**src/rtl/mef_pkg.sv**
```systemverilog
// Shared encodings for the multicycle RV32I control FSM: opcodes, states, datapath selects.
// MEF_TRAP_EN adds the TRAP state used for illegal opcodes.
package mef_pkg;

  localparam logic [6:0] OP_LOAD   = 7'd3;
  localparam logic [6:0] OP_IMM    = 7'd19;
  localparam logic [6:0] OP_AUIPC  = 7'd23;
  localparam logic [6:0] OP_STORE  = 7'd35;
  localparam logic [6:0] OP_REG    = 7'd51;
  localparam logic [6:0] OP_LUI    = 7'd55;
  localparam logic [6:0] OP_BRANCH = 7'd99;
  localparam logic [6:0] OP_JALR   = 7'd103;
  localparam logic [6:0] OP_JAL    = 7'd111;

  typedef enum logic [2:0] {
    S_CARGA           = 3'd0,
    S_DECODIFICA      = 3'd1,
    S_DIRECCION       = 3'd2,
    S_MEMORIA_EJECUTA = 3'd3,
    S_ESCRIBE         = 3'd4,
`ifdef MEF_TRAP_EN
    S_TRAP            = 3'd5,
`endif
    S_ERROR           = 3'd6
  } mef_state_t;

  localparam logic [2:0] IMM_I = 3'b000;
  localparam logic [2:0] IMM_S = 3'b001;
  localparam logic [2:0] IMM_B = 3'b010;
  localparam logic [2:0] IMM_U = 3'b011;
  localparam logic [2:0] IMM_J = 3'b100;

  localparam logic [1:0] ALU_ADD    = 2'b00;
  localparam logic [1:0] ALU_IARITH = 2'b01;
  localparam logic [1:0] ALU_R      = 2'b10;
  localparam logic [1:0] ALU_BRANCH = 2'b11;

  localparam logic [1:0] OP1_PC     = 2'b00;
  localparam logic [1:0] OP1_PCINST = 2'b01;
  localparam logic [1:0] OP1_RS1    = 2'b10;
  localparam logic [1:0] OP1_ZERO   = 2'b11;

  localparam logic [1:0] OP2_RS2    = 2'b00;
  localparam logic [1:0] OP2_IMM    = 2'b01;
  localparam logic [1:0] OP2_CUATRO = 2'b10;

  localparam logic [1:0] Y_MEM     = 2'b00;
  localparam logic [1:0] Y_ALU     = 2'b01;
  localparam logic [1:0] Y_ALU_REG = 2'b10;
  localparam logic [1:0] Y_TRAP    = 2'b11;

  function automatic logic is_legal(input logic [6:0] op);
    case (op)
      OP_LOAD, OP_IMM, OP_AUIPC, OP_STORE, OP_REG,
      OP_LUI, OP_BRANCH, OP_JALR, OP_JAL: return 1'b1;
      default:                            return 1'b0;
    endcase
  endfunction

  function automatic logic writes_rd(input logic [6:0] op);
    case (op)
      OP_LOAD, OP_IMM, OP_AUIPC, OP_REG,
      OP_LUI, OP_JALR, OP_JAL: return 1'b1;
      default:                 return 1'b0;
    endcase
  endfunction

  // Opcodes with no address phase: they may jump straight to execute.
  function automatic logic skips_dir(input logic [6:0] op);
    case (op)
      OP_IMM, OP_AUIPC, OP_REG, OP_LUI: return 1'b1;
      default:                          return 1'b0;
    endcase
  endfunction

endpackage

```
**src/rtl/mef_watchdog.sv**
```systemverilog
// Bus watchdog: counts consecutive unanswered request cycles, flags expiry at MEM_TIMEOUT.
// MEM_TIMEOUT = 0 disables expiry.
module mef_watchdog #(
  parameter int unsigned MEM_TIMEOUT = 16
) (
  input  logic clk,
  input  logic clr,
  input  logic en,
  output logic expire
);

  localparam int unsigned CW    = (MEM_TIMEOUT > 0) ? $clog2(MEM_TIMEOUT + 1) : 1;
  localparam int unsigned LIMIT = (MEM_TIMEOUT > 0) ? MEM_TIMEOUT - 1 : 0;

  logic [CW-1:0] r_cnt;

  always_ff @(posedge clk) begin
    if (clr)
      r_cnt <= '0;
    else if (en && (r_cnt != CW'(LIMIT)))
      r_cnt <= r_cnt + CW'(1);
  end

  // Fires on the MEM_TIMEOUT-th waiting cycle so the FSM leaves on that edge.
  assign expire = (MEM_TIMEOUT != 0) && en && (r_cnt == CW'(LIMIT));

endmodule

```
**src/rtl/mef_multiciclo.sv**
```systemverilog
// Multicycle RV32I control FSM with req/ack memory handshake, variable CPI and bus watchdog.
// MEF_TRAP_EN: illegal opcodes go to TRAP; otherwise they retire as a NOP.
module mef_multiciclo
  import mef_pkg::*;
#(
  parameter int unsigned MEM_TIMEOUT = 16,
  parameter int unsigned SKIP_UNUSED = 1
) (
  input  logic       clk,
  input  logic       reset,
  input  logic [6:0] op,
  input  logic       mem_ack,
  output logic       mem_req,
  output logic       esc_pc,
  output logic       branch,
  output logic       sel_dir,
  output logic       esc_mem,
  output logic       esc_inst,
  output logic       esc_reg,
  output logic [2:0] sel_inmediato,
  output logic [1:0] modo_alu,
  output logic [1:0] sel_op1,
  output logic [1:0] sel_op2,
  output logic [1:0] sel_y,
  output logic       instr_fin,
  output logic       err_bus,
  output logic [2:0] estado_dbg
);

  localparam logic SKIP = (SKIP_UNUSED != 0);

  mef_state_t r_state;
  mef_state_t w_next;
  logic       r_err_bus;
  logic       w_expire;
  logic       w_wd_clr;
  logic       w_wd_en;
  logic       w_mem_op;
  logic       w_early_fin;

  assign w_mem_op    = (op == OP_LOAD) || (op == OP_STORE);
  assign w_early_fin = SKIP && ((op == OP_STORE) || (op == OP_BRANCH));

  assign w_wd_en  = mem_req && !mem_ack;
  assign w_wd_clr = reset || mem_ack || (w_next != r_state);

  mef_watchdog #(
    .MEM_TIMEOUT(MEM_TIMEOUT)
  ) u_watchdog (
    .clk   (clk),
    .clr   (w_wd_clr),
    .en    (w_wd_en),
    .expire(w_expire)
  );

  always_comb begin
    w_next = r_state;
    case (r_state)
      S_CARGA: begin
        if (w_expire)     w_next = S_ERROR;
        else if (mem_ack) w_next = S_DECODIFICA;
      end
      S_DECODIFICA: begin
        if (is_legal(op))
          w_next = (SKIP && skips_dir(op)) ? S_MEMORIA_EJECUTA : S_DIRECCION;
        else
`ifdef MEF_TRAP_EN
          w_next = S_TRAP;
`else
          w_next = S_CARGA;
`endif
      end
      S_DIRECCION: w_next = S_MEMORIA_EJECUTA;
      S_MEMORIA_EJECUTA: begin
        if (!w_mem_op)    w_next = w_early_fin ? S_CARGA : S_ESCRIBE;
        else if (w_expire) w_next = S_ERROR;
        else if (mem_ack) w_next = w_early_fin ? S_CARGA : S_ESCRIBE;
      end
      S_ESCRIBE: w_next = S_CARGA;
`ifdef MEF_TRAP_EN
      S_TRAP:    w_next = S_CARGA;
`endif
      S_ERROR:   w_next = S_ERROR;
      default:   w_next = S_CARGA;
    endcase
  end

  always_ff @(posedge clk) begin
    if (reset) begin
      r_state   <= S_CARGA;
      r_err_bus <= 1'b0;
    end else begin
      r_state <= w_next;
      if (w_expire) r_err_bus <= 1'b1;
    end
  end

  // Outputs are held low while reset is asserted so an in-flight request drops immediately.
  always_comb begin
    mem_req       = 1'b0;
    esc_pc        = 1'b0;
    branch        = 1'b0;
    sel_dir       = 1'b0;
    esc_mem       = 1'b0;
    esc_inst      = 1'b0;
    esc_reg       = 1'b0;
    sel_inmediato = IMM_I;
    modo_alu      = ALU_ADD;
    sel_op1       = OP1_PC;
    sel_op2       = OP2_RS2;
    sel_y         = Y_MEM;
    instr_fin     = 1'b0;
    if (!reset) begin
      case (r_state)
        S_CARGA: begin
          mem_req = 1'b1;
          if (mem_ack) begin
            esc_inst = 1'b1;
            esc_pc   = 1'b1;
            sel_op2  = OP2_CUATRO;
            sel_y    = Y_ALU;
          end
        end
        S_DECODIFICA: begin
`ifndef MEF_TRAP_EN
          if (!is_legal(op)) instr_fin = 1'b1;
`endif
        end
        S_DIRECCION: begin
          case (op)
            OP_LOAD, OP_JALR: begin sel_op1 = OP1_RS1; sel_op2 = OP2_IMM; end
            OP_STORE: begin
              sel_inmediato = IMM_S; sel_op1 = OP1_RS1; sel_op2 = OP2_IMM;
            end
            OP_BRANCH: begin
              sel_inmediato = IMM_B; sel_op1 = OP1_PCINST; sel_op2 = OP2_IMM;
            end
            OP_JAL: begin
              sel_inmediato = IMM_J; sel_op1 = OP1_PCINST; sel_op2 = OP2_IMM;
            end
            default: ;
          endcase
        end
        S_MEMORIA_EJECUTA: begin
          case (op)
            OP_LOAD, OP_STORE: begin
              mem_req   = 1'b1;
              sel_dir   = 1'b1;
              sel_y     = Y_ALU_REG;
              esc_mem   = (op == OP_STORE);
              instr_fin = w_early_fin && mem_ack;
            end
            OP_BRANCH: begin
              branch    = 1'b1;
              sel_y     = Y_ALU_REG;
              sel_op1   = OP1_RS1;
              sel_op2   = OP2_RS2;
              modo_alu  = ALU_BRANCH;
              instr_fin = w_early_fin;
            end
            OP_IMM: begin
              sel_inmediato = IMM_I; sel_op1 = OP1_RS1; sel_op2 = OP2_IMM;
              modo_alu = ALU_IARITH;
            end
            OP_REG: begin sel_op1 = OP1_RS1; sel_op2 = OP2_RS2; modo_alu = ALU_R; end
            OP_AUIPC: begin
              sel_inmediato = IMM_U; sel_op1 = OP1_PCINST; sel_op2 = OP2_IMM;
            end
            OP_LUI: begin
              sel_inmediato = IMM_U; sel_op1 = OP1_ZERO; sel_op2 = OP2_IMM;
            end
            OP_JALR, OP_JAL: begin
              esc_pc  = 1'b1;
              sel_y   = Y_ALU_REG;
              sel_op1 = OP1_PCINST;
              sel_op2 = OP2_CUATRO;
            end
            default: ;
          endcase
        end
        S_ESCRIBE: begin
          instr_fin = 1'b1;
          if (writes_rd(op)) begin
            esc_reg = 1'b1;
            sel_y   = (op == OP_LOAD) ? Y_MEM : Y_ALU_REG;
          end
        end
`ifdef MEF_TRAP_EN
        S_TRAP: begin
          esc_pc    = 1'b1;
          sel_y     = Y_TRAP;
          instr_fin = 1'b1;
        end
`endif
        default: ;
      endcase
    end
  end

  assign err_bus    = r_err_bus;
  assign estado_dbg = r_state;

endmodule

```
**config.mk**
```make
export PLATFORM = sky130hd
export DESIGN_NAME = mef_multiciclo
export DESIGN_NICKNAME = d
export VERILOG_FILES = /design/src/rtl/mef_pkg.sv /design/src/rtl/mef_watchdog.sv /design/src/rtl/mef_multiciclo.sv
export SDC_FILE = /design/constraint.sdc
export NUM_CORES = 1
export LEC_CHECK = 0
export CORE_ASPECT_RATIO = 0.8
export CORE_MARGIN = 2
export CORE_UTILIZATION = 41
export DETAILED_ROUTE_END_ITERATION = 16
export PLACE_DENSITY = 0.76
export REMOVE_ABC_BUFFERS = 1
export SLEW_MARGIN = 25
export SYNTH_ARGS = -nofsm -noshare
export SYNTH_HDL_FRONTEND = slang
export SYNTH_HIERARCHICAL = 1
export SYNTH_SLANG_ARGS = --single-unit
```
**constraint.sdc**
```tcl
create_clock -name clk -period 2.75 [get_ports clk]
set_input_delay 0.825 -clock clk [delete_from_list [all_inputs] [get_ports clk]]
set_output_delay 0.825 -clock clk [all_outputs]
set_load 0.01 [all_outputs]
```
Yosys cells after proc, flatten, opt, wreduce, memory -nomap -nowiden
Cells that the tools add are included.
{"block": "word_totals", "regBits": 9, "latch_bits": 0, "ramBits": 0, "mem_bits_ro": 0, "input_bits": 10, "output_inout_bits": 23, "n_memories": 0}
{"block": "classes", "n_addsub": 1, "n_mul": 0, "n_div": 0, "magnitude_cmp": 0, "eq_ne": 17, "shifts": 0, "n_mux": 64, "bitwise_logic": 0, "reduce_logical": 22}
{"operator": "1-bit 2-to-1 mux", "count": 32}
{"operator": "2-bit one-hot mux with 3 select lines", "count": 4}
{"operator": "2-bit 2-to-1 mux", "count": 11}
{"operator": "7-bit by 6-bit == test with 1-bit output (second input constant)", "count": 3}
{"operator": "7-bit == test (second input constant)", "count": 3}
{"operator": "3-bit 2-to-1 mux", "count": 7}
{"operator": "3-bit one-hot mux with 5 select lines", "count": 1}
{"operator": "7-bit by 5-bit == test with 1-bit output (second input constant)", "count": 2}
{"operator": "2-bit one-hot mux with 2 select lines", "count": 3}
{"operator": "3-bit OR reduction", "count": 4}
{"operator": "3-bit one-hot mux with 3 select lines", "count": 1}
{"operator": "9-bit OR reduction", "count": 1}
{"operator": "2-bit OR reduction", "count": 4}
{"operator": "7-bit by 2-bit == test with 1-bit output (second input constant)", "count": 1}
{"operator": "7-bit OR reduction", "count": 1}
{"operator": "3-bit by 2-bit == test with 1-bit output (second input constant)", "count": 2}
{"operator": "3-bit == test (second input constant)", "count": 2}
{"operator": "1-bit one-hot mux with 2 select lines", "count": 3}
{"operator": "3-bit one-hot mux with 2 select lines", "count": 1}
{"operator": "5-bit by 1-bit adder with 5-bit output (second input constant)", "count": 1}
{"operator": "5-bit by 4-bit == test with 1-bit output (second input constant)", "count": 1}
{"operator": "5-bit by 4-bit != test with 1-bit output (second input constant)", "count": 1}
{"operator": "5-bit OR reduction", "count": 1}
{"operator": "1-bit logical AND", "count": 4}
{"operator": "other kinds (7)", "count": 10}

Logic depth before layout (Yosys ltp)
{"block": "depth", "depth_word": 12, "depth_mapped": 9, "depth_no_buf": 9}

Hierarchy
Netlist, hierarchy kept.
{"mod": "mef_multiciclo", "n_inst": 1, "cells_each": 119, "area_per_inst_um2": 754.5}
{"mod": "mef_watchdog", "n_inst": 1, "cells_each": 24, "area_per_inst_um2": 250.2}

Worst setup path after synthesis
Ideal clock, no wire load.
{"block": "synth_timing", "path_kind": "input port to flip-flop", "start": "input op[2]", "end": "register u_watchdog.r_cnt[3]", "setup_time_ns": 0.121, "arrival_time_ns": 2.752, "required_time_ns": 2.629, "setup_slack_ns": -0.123, "stages": 9, "path_buffers": 1, "path_cell_list": "clkbuf_1 > nor4_1 > a31oi_1 > nor3_1 > and2_1 > nor3_1 > o2111ai_1 > nor2b_1 > mux2_4"}
{"block": "synth_between", "elab_chain_len": 12, "elab_cells_between_ends": 35, "classes_between": "eq/ne (10); mux (16); reduce/logical (9)"}
{"element": "start: declaration", "line": "mef_multiciclo.sv:11", "source": "input logic [6:0] op,"}
{"element": "7-bit by 2-bit == test with 1-bit output or 7-bit by 6-bit == test with 1-bit output (tied branches)", "line": "mef_multiciclo.sv:145", "source": "case (op)"}
{"element": "2-bit OR reduction (*)", "line": "mef_multiciclo.sv:145"}
{"element": "1-bit 2-to-1 mux (*)", "line": "mef_multiciclo.sv:145"}
{"element": "1-bit one-hot mux with 2 select lines (*)", "line": "mef_multiciclo.sv:114", "source": "case (r_state)"}
{"element": "1-bit 2-to-1 mux (*)", "line": "mef_multiciclo.sv:113", "source": "if (!reset) begin"}
{"element": "1-bit logical AND (*)", "line": "mef_multiciclo.sv:44", "source": "assign w_wd_en = mem_req && !mem_ack;"}
{"element": "via w_wd_en", "line": "mef_multiciclo.sv:37", "source": "logic w_wd_en;"}
{"element": "1-bit logical AND (*)", "line": "mef_watchdog.sv:25", "source": "assign expire = (MEM_TIMEOUT != 0) && en && (r_cnt == CW'(LIMIT));"}
{"element": "via w_expire", "line": "mef_multiciclo.sv:35", "source": "logic w_expire;"}
{"element": "3-bit 2-to-1 mux", "line": "mef_multiciclo.sv:76", "source": "else if (w_expire) w_next = S_ERROR;"}
{"element": "3-bit 2-to-1 mux", "line": "mef_multiciclo.sv:75", "source": "if (!w_mem_op) w_next = w_early_fin ? S_CARGA : S_ESCRIBE;"}
{"element": "3-bit one-hot mux with 5 select lines (*)", "line": "mef_multiciclo.sv:58", "source": "case (r_state)"}
{"element": "3-bit != test (*)", "line": "mef_multiciclo.sv:45", "source": "assign w_wd_clr = reset || mem_ack || (w_next != r_state);"}
{"element": "1-bit logical OR (*)", "line": "mef_multiciclo.sv:45"}
{"element": "via w_wd_clr", "line": "mef_multiciclo.sv:36", "source": "logic w_wd_clr;"}
{"element": "end signal: assignment", "line": "mef_watchdog.sv:21", "source": "r_cnt <= r_cnt + CW'(1);"}
{"element": "end: declaration", "line": "mef_watchdog.sv:15", "source": "logic [CW-1:0] r_cnt;"}
The timed path passes the listed nets; every way through them passes the cells marked *. The select of a mux whose other input is x is not followed.
A chain may end at the register's enable or synchronous reset.

Worst setup path in the final report
{"block": "layout_timing", "start": "input op[3]", "end": "output sel_op2[0]"}
{"block": "layout_between", "elab_chain_len": 5, "elab_cells_between_ends": 15, "classes_between": "eq/ne (8); mux (4); reduce/logical (3)"}
{"element": "7-bit by 5-bit == test with 1-bit output, or another cell as far along", "line": "mef_multiciclo.sv:145"}
{"element": "3-bit OR reduction (no source line), or another cell as far along"}
{"element": "2-bit one-hot mux with 2 select lines or 1-bit 2-to-1 mux (tied branches)", "line": "mef_multiciclo.sv:145, mef_multiciclo.sv:130"}
{"element": "2-bit one-hot mux with 3 select lines (*)", "line": "mef_multiciclo.sv:114"}
{"element": "2-bit 2-to-1 mux (*)", "line": "mef_multiciclo.sv:113"}
{"element": "end: declaration", "line": "mef_multiciclo.sv:23", "source": "output logic [1:0] sel_op2,"}
Mark *: on every way between the ends. The rest lies on a longest branch, timed or not.

==> metrics.md <==
| Metric | Value |
|---|---|
| Layout area overhead | 91.5% |
| Vias per inst | 6.32 |
| Antenna Cells | 0 |
| Initial DRC count | 164 |
| Async SR Flop Fraction | 0% |
| Cell count after synthesis | 143 |
| Worst path cell trace | buf_12 -> buf_6 -> and4bb_1 -> o211ai_1 -> buf_4 -> a211oi_4 -> buf_2 |
| Cell Area, Synth | 1000 um2 |
| CP max FO | 6 |
| RePlAce Congestion | 0.960 |
| DR WL/cell | 20.8 um |
| Global-route wire length before repair | 7030 um |
| # port buffers | 32 |
| RSZ-0062 raised after global routing | yes |
| Tmin final | 2970 ps |
| Detailed-route DRC error count | 0 |
| Post-route ant nets | 0 |
| Measured slew at the worst slew-check pin | 446 ps |
| Pre-CTS WS | -1020 ps |
| Fin. max-slew vios | 0 |
| I/O Pins | 33 |
| Drt pass-1 iters | 5 |
| Cell family with the largest share of critical-path delay | buffers and inverters |
| Chip height | 48.3 um |
| Initial antenna violation count | 0 |
| Hold_buf cts | 0 |
| DP HPWL | 3060 um |
| Setup ws final | -222 ps |
| DP Area | 1680 um2 |
| Vias in the first global route | 1490 |
| Core region area | 2380 um2 |
| Filler cells | 144 |
| Leakage power | 0.855 nW |
| Later-pin clock latency in the skew report | 270 ps |
| Total of max-cap violations | 0 |
| Gr usage total | 34.1% |
| Outcome | finished, violations left |
| Row count | 16 |
| Synth Flop Type | dfxtp_1 |
| H-tree level count | 1 |
| CP peak stage delay | 310 ps |
| Core Util, Final | 80.8% |
| Critical path data required time | 1930 ps |
| Final instance area | 1920 um2 |
| Clock Pin Slew Worst Setup and Hold Paths | 50 ps |
| Worst hold path type | flip-flop to flip-flop |
| Max VDD drop | 0.000322 V |
| CTS Buf Count | 3 |
| Critical path buffers and inverters | 4 |
| Setup Viol. Count Final | 9 |
| Pwr per Cell Area | 220 nW/um2 |
| CP arrival | 2150 ps |
| Clock sinks | 9 |
| Syn_area_per_cell | 7.03 um2 |
| CP Class | input port to output pin |
| Critical path startpoint category | input port |
| Total power | 0.423 mW |
| Root buffer cell | clkbuf_4 |
| Rel. slew slack | 70.1% |
| Clock Skew | 7.22 ps |
| Routed vias | 1638 |
| Seq/Total Area, Yosys | 17.9% |
| Yosys reg bits | 9 |
| Fin crit share | 108% |
| Final Hold Fails | 0 |
| Sequential Area | 180 um2 |
| Crit. End Element | output pin |
| Multi-input gate area in the final layout | 911 um2 |
| Die W | 59.3 um |
| Finished Layout Cells | 259 |
| Yosys warnings | 6 |
| Share of cells above drive strength 1 | 54.3% |
| Post-synth cell types | 50 |
| Initial core utilization | 42.2% |
| Die area | 2860 um2 |
| Fmax | 336 MHz |
| Failing checks | negative setup slack |
| Slowest CP cell | and4bb_1 |
| Worst-case clock buffer depth | 2 |
| Final wirelength | 5380 um |
| Global route total overflow | 0 |
| Number of nets in the layout | 245 |
| Largest net degree at the start of global routing | 14 |
| CTS tree | yes |
| Dpl cells | 241 |
| Post-synth EDFFs | 0 |
path summary, 6_finish.rpt:
check,end,slack (ps),startpoint,cells after the start
setup / recovery,sel_op2[0],-220,op[3],7
hold / removal,err_bus$_SDFFE_PP0P_,480,err_bus$_SDFFE_PP0P_,2
hold reg to reg,err_bus$_SDFFE_PP0P_,480,err_bus$_SDFFE_PP0P_,2
setup reg to reg,u_watchdog/r_cnt[4]$_SDFFE_PP0P_,410,estado_dbg[1]$_SDFF_PP0_,10
worst min-delay path, stage by stage, from the launching register on:
cell and delay, ps:
dfxtp_1 330, nor2_1 50, nor2_1 60
metrics by stage:
| stage | hold WS, ps | TNS, ps |
|---|---|---|
| 2_1_floorplan | 478 | -55.1 |
| 3_3_place_gp | 459 | -18200 |
| 3_5_place_dp | 471 | -19350 |
| 4_1_cts | 484 | -357 |
| 5_1_grt | 526 | -1340 |
| 6_report | 478 | -1010 |
sequential cells by signal, summed over array words and instances, names as in the netlist:
register	flops
estado_dbg	3
u_watchdog/r_cnt	5
err_bus	1
power by group:
group | switching [mW] | internal [mW] | total (mW) | leakage, nW
registers | 0.00222 | 0.132 | 0.135 | 0.0728
clock network | 0.0472 | 0.0560 | 0.103 | 0.0150
logic | 0.0909 | 0.0947 | 0.186 | 0.767
total | 0.140 | 0.283 | 0.423 | 0.855
cell usage in the layout (no fill, tap or decap), types with 2 or more instances in the layout:
cell type / netlist / layout
buf_4: 1 / 58
nor2_1: 24 / 19
buf_2: 5 / 15
dfxtp_1: 9 / 9
buf_6: 0 / 7
nand2_1: 8 / 6
nor2_2: 0 / 5
nand3b_1: 5 / 5
a21oi_1: 8 / 5
inv_1: 5 / 5
nand3_1: 6 / 4
a21oi_2: 1 / 4
clkdlybuf4s50_1: 0 / 4
nor3_1: 4 / 3
xnor2_1: 3 / 3
nand2b_1: 4 / 3
o21ai_0: 3 / 3
clkbuf_4: 0 / 3
clkbuf_2: 0 / 3
clkdlybuf4s15_2: 0 / 3
nand2_2: 0 / 2
nand3_2: 0 / 2
and3_4: 0 / 2
nor2b_4: 1 / 2
nand4b_1: 2 / 2
a31oi_2: 0 / 2
and3_1: 4 / 2
and4bb_1: 2 / 2
o211ai_1: 2 / 2
nor2b_1: 3 / 2
a21o_1: 2 / 2
a31oi_1: 4 / 2
buf_12: 0 / 2
ha_1: 2 / 2
timing repair:
item                                    4_1_cts  5_1_grt
pin swaps                                    15       15
endpoints found under the setup margin       25       25
resized for setup                           121       36
setup buffers                                 8       10
Yosys cell counts, types with 3 or more instances:
library cell | instances | area, um2
nor2_1 | 24 | 90.1
dfxtp_1 | 9 | 180
a21oi_1 | 8 | 40.0
nand2_1 | 8 | 30.0
nand3_1 | 6 | 30.0
buf_2 | 5 | 25.0
inv_1 | 5 | 18.8
nand3b_1 | 5 | 37.5
a31oi_1 | 4 | 25.0
and3_1 | 4 | 25.0
clkbuf_1 | 4 | 15.0
nand2b_1 | 4 | 25.0
nor3_1 | 4 | 20.0
nor2b_1 | 3 | 18.8
o21ai_0 | 3 | 15.0
xnor2_1 | 3 | 26.3
routing by layer:
| layer | global-route usage (%) | routed length [um] |
|---|---|---|
| met1 | 41.9 | 2060 |
| met2 | 54.7 | 2440 |
| met3 | 10.3 | 576 |
| met4 | 18.6 | 302 |
| met5 | 0 | 0 |
logic make-up (layout without fill, tap and decap cells):
family / after synthesis / count (layout) / share of synthesized area, %
AOI/OAI and AO/OA: 36 / 36 / 25.0
xor gates and xnor gates: 4 / 4 / 3.49
adders and majority gates: 2 / 2 / 2.49
buffers and inverters: 15 / 104 / 6.60
DFF: 9 / 9 / 17.9
muxes: 2 / 2 / 2.49
and+or+nand+nor: 75 / 75 / 42.0
cell type report:
type                       count  share of cell area [%]
clock buffer                   4                    1.37
inverter                       5                   0.975
multi-input combinational    119                    47.3
sequential                     9                    9.36
tap                           27                    1.76
timing repair buffer          95                    39.2
(Power assumes the default switching activity.)
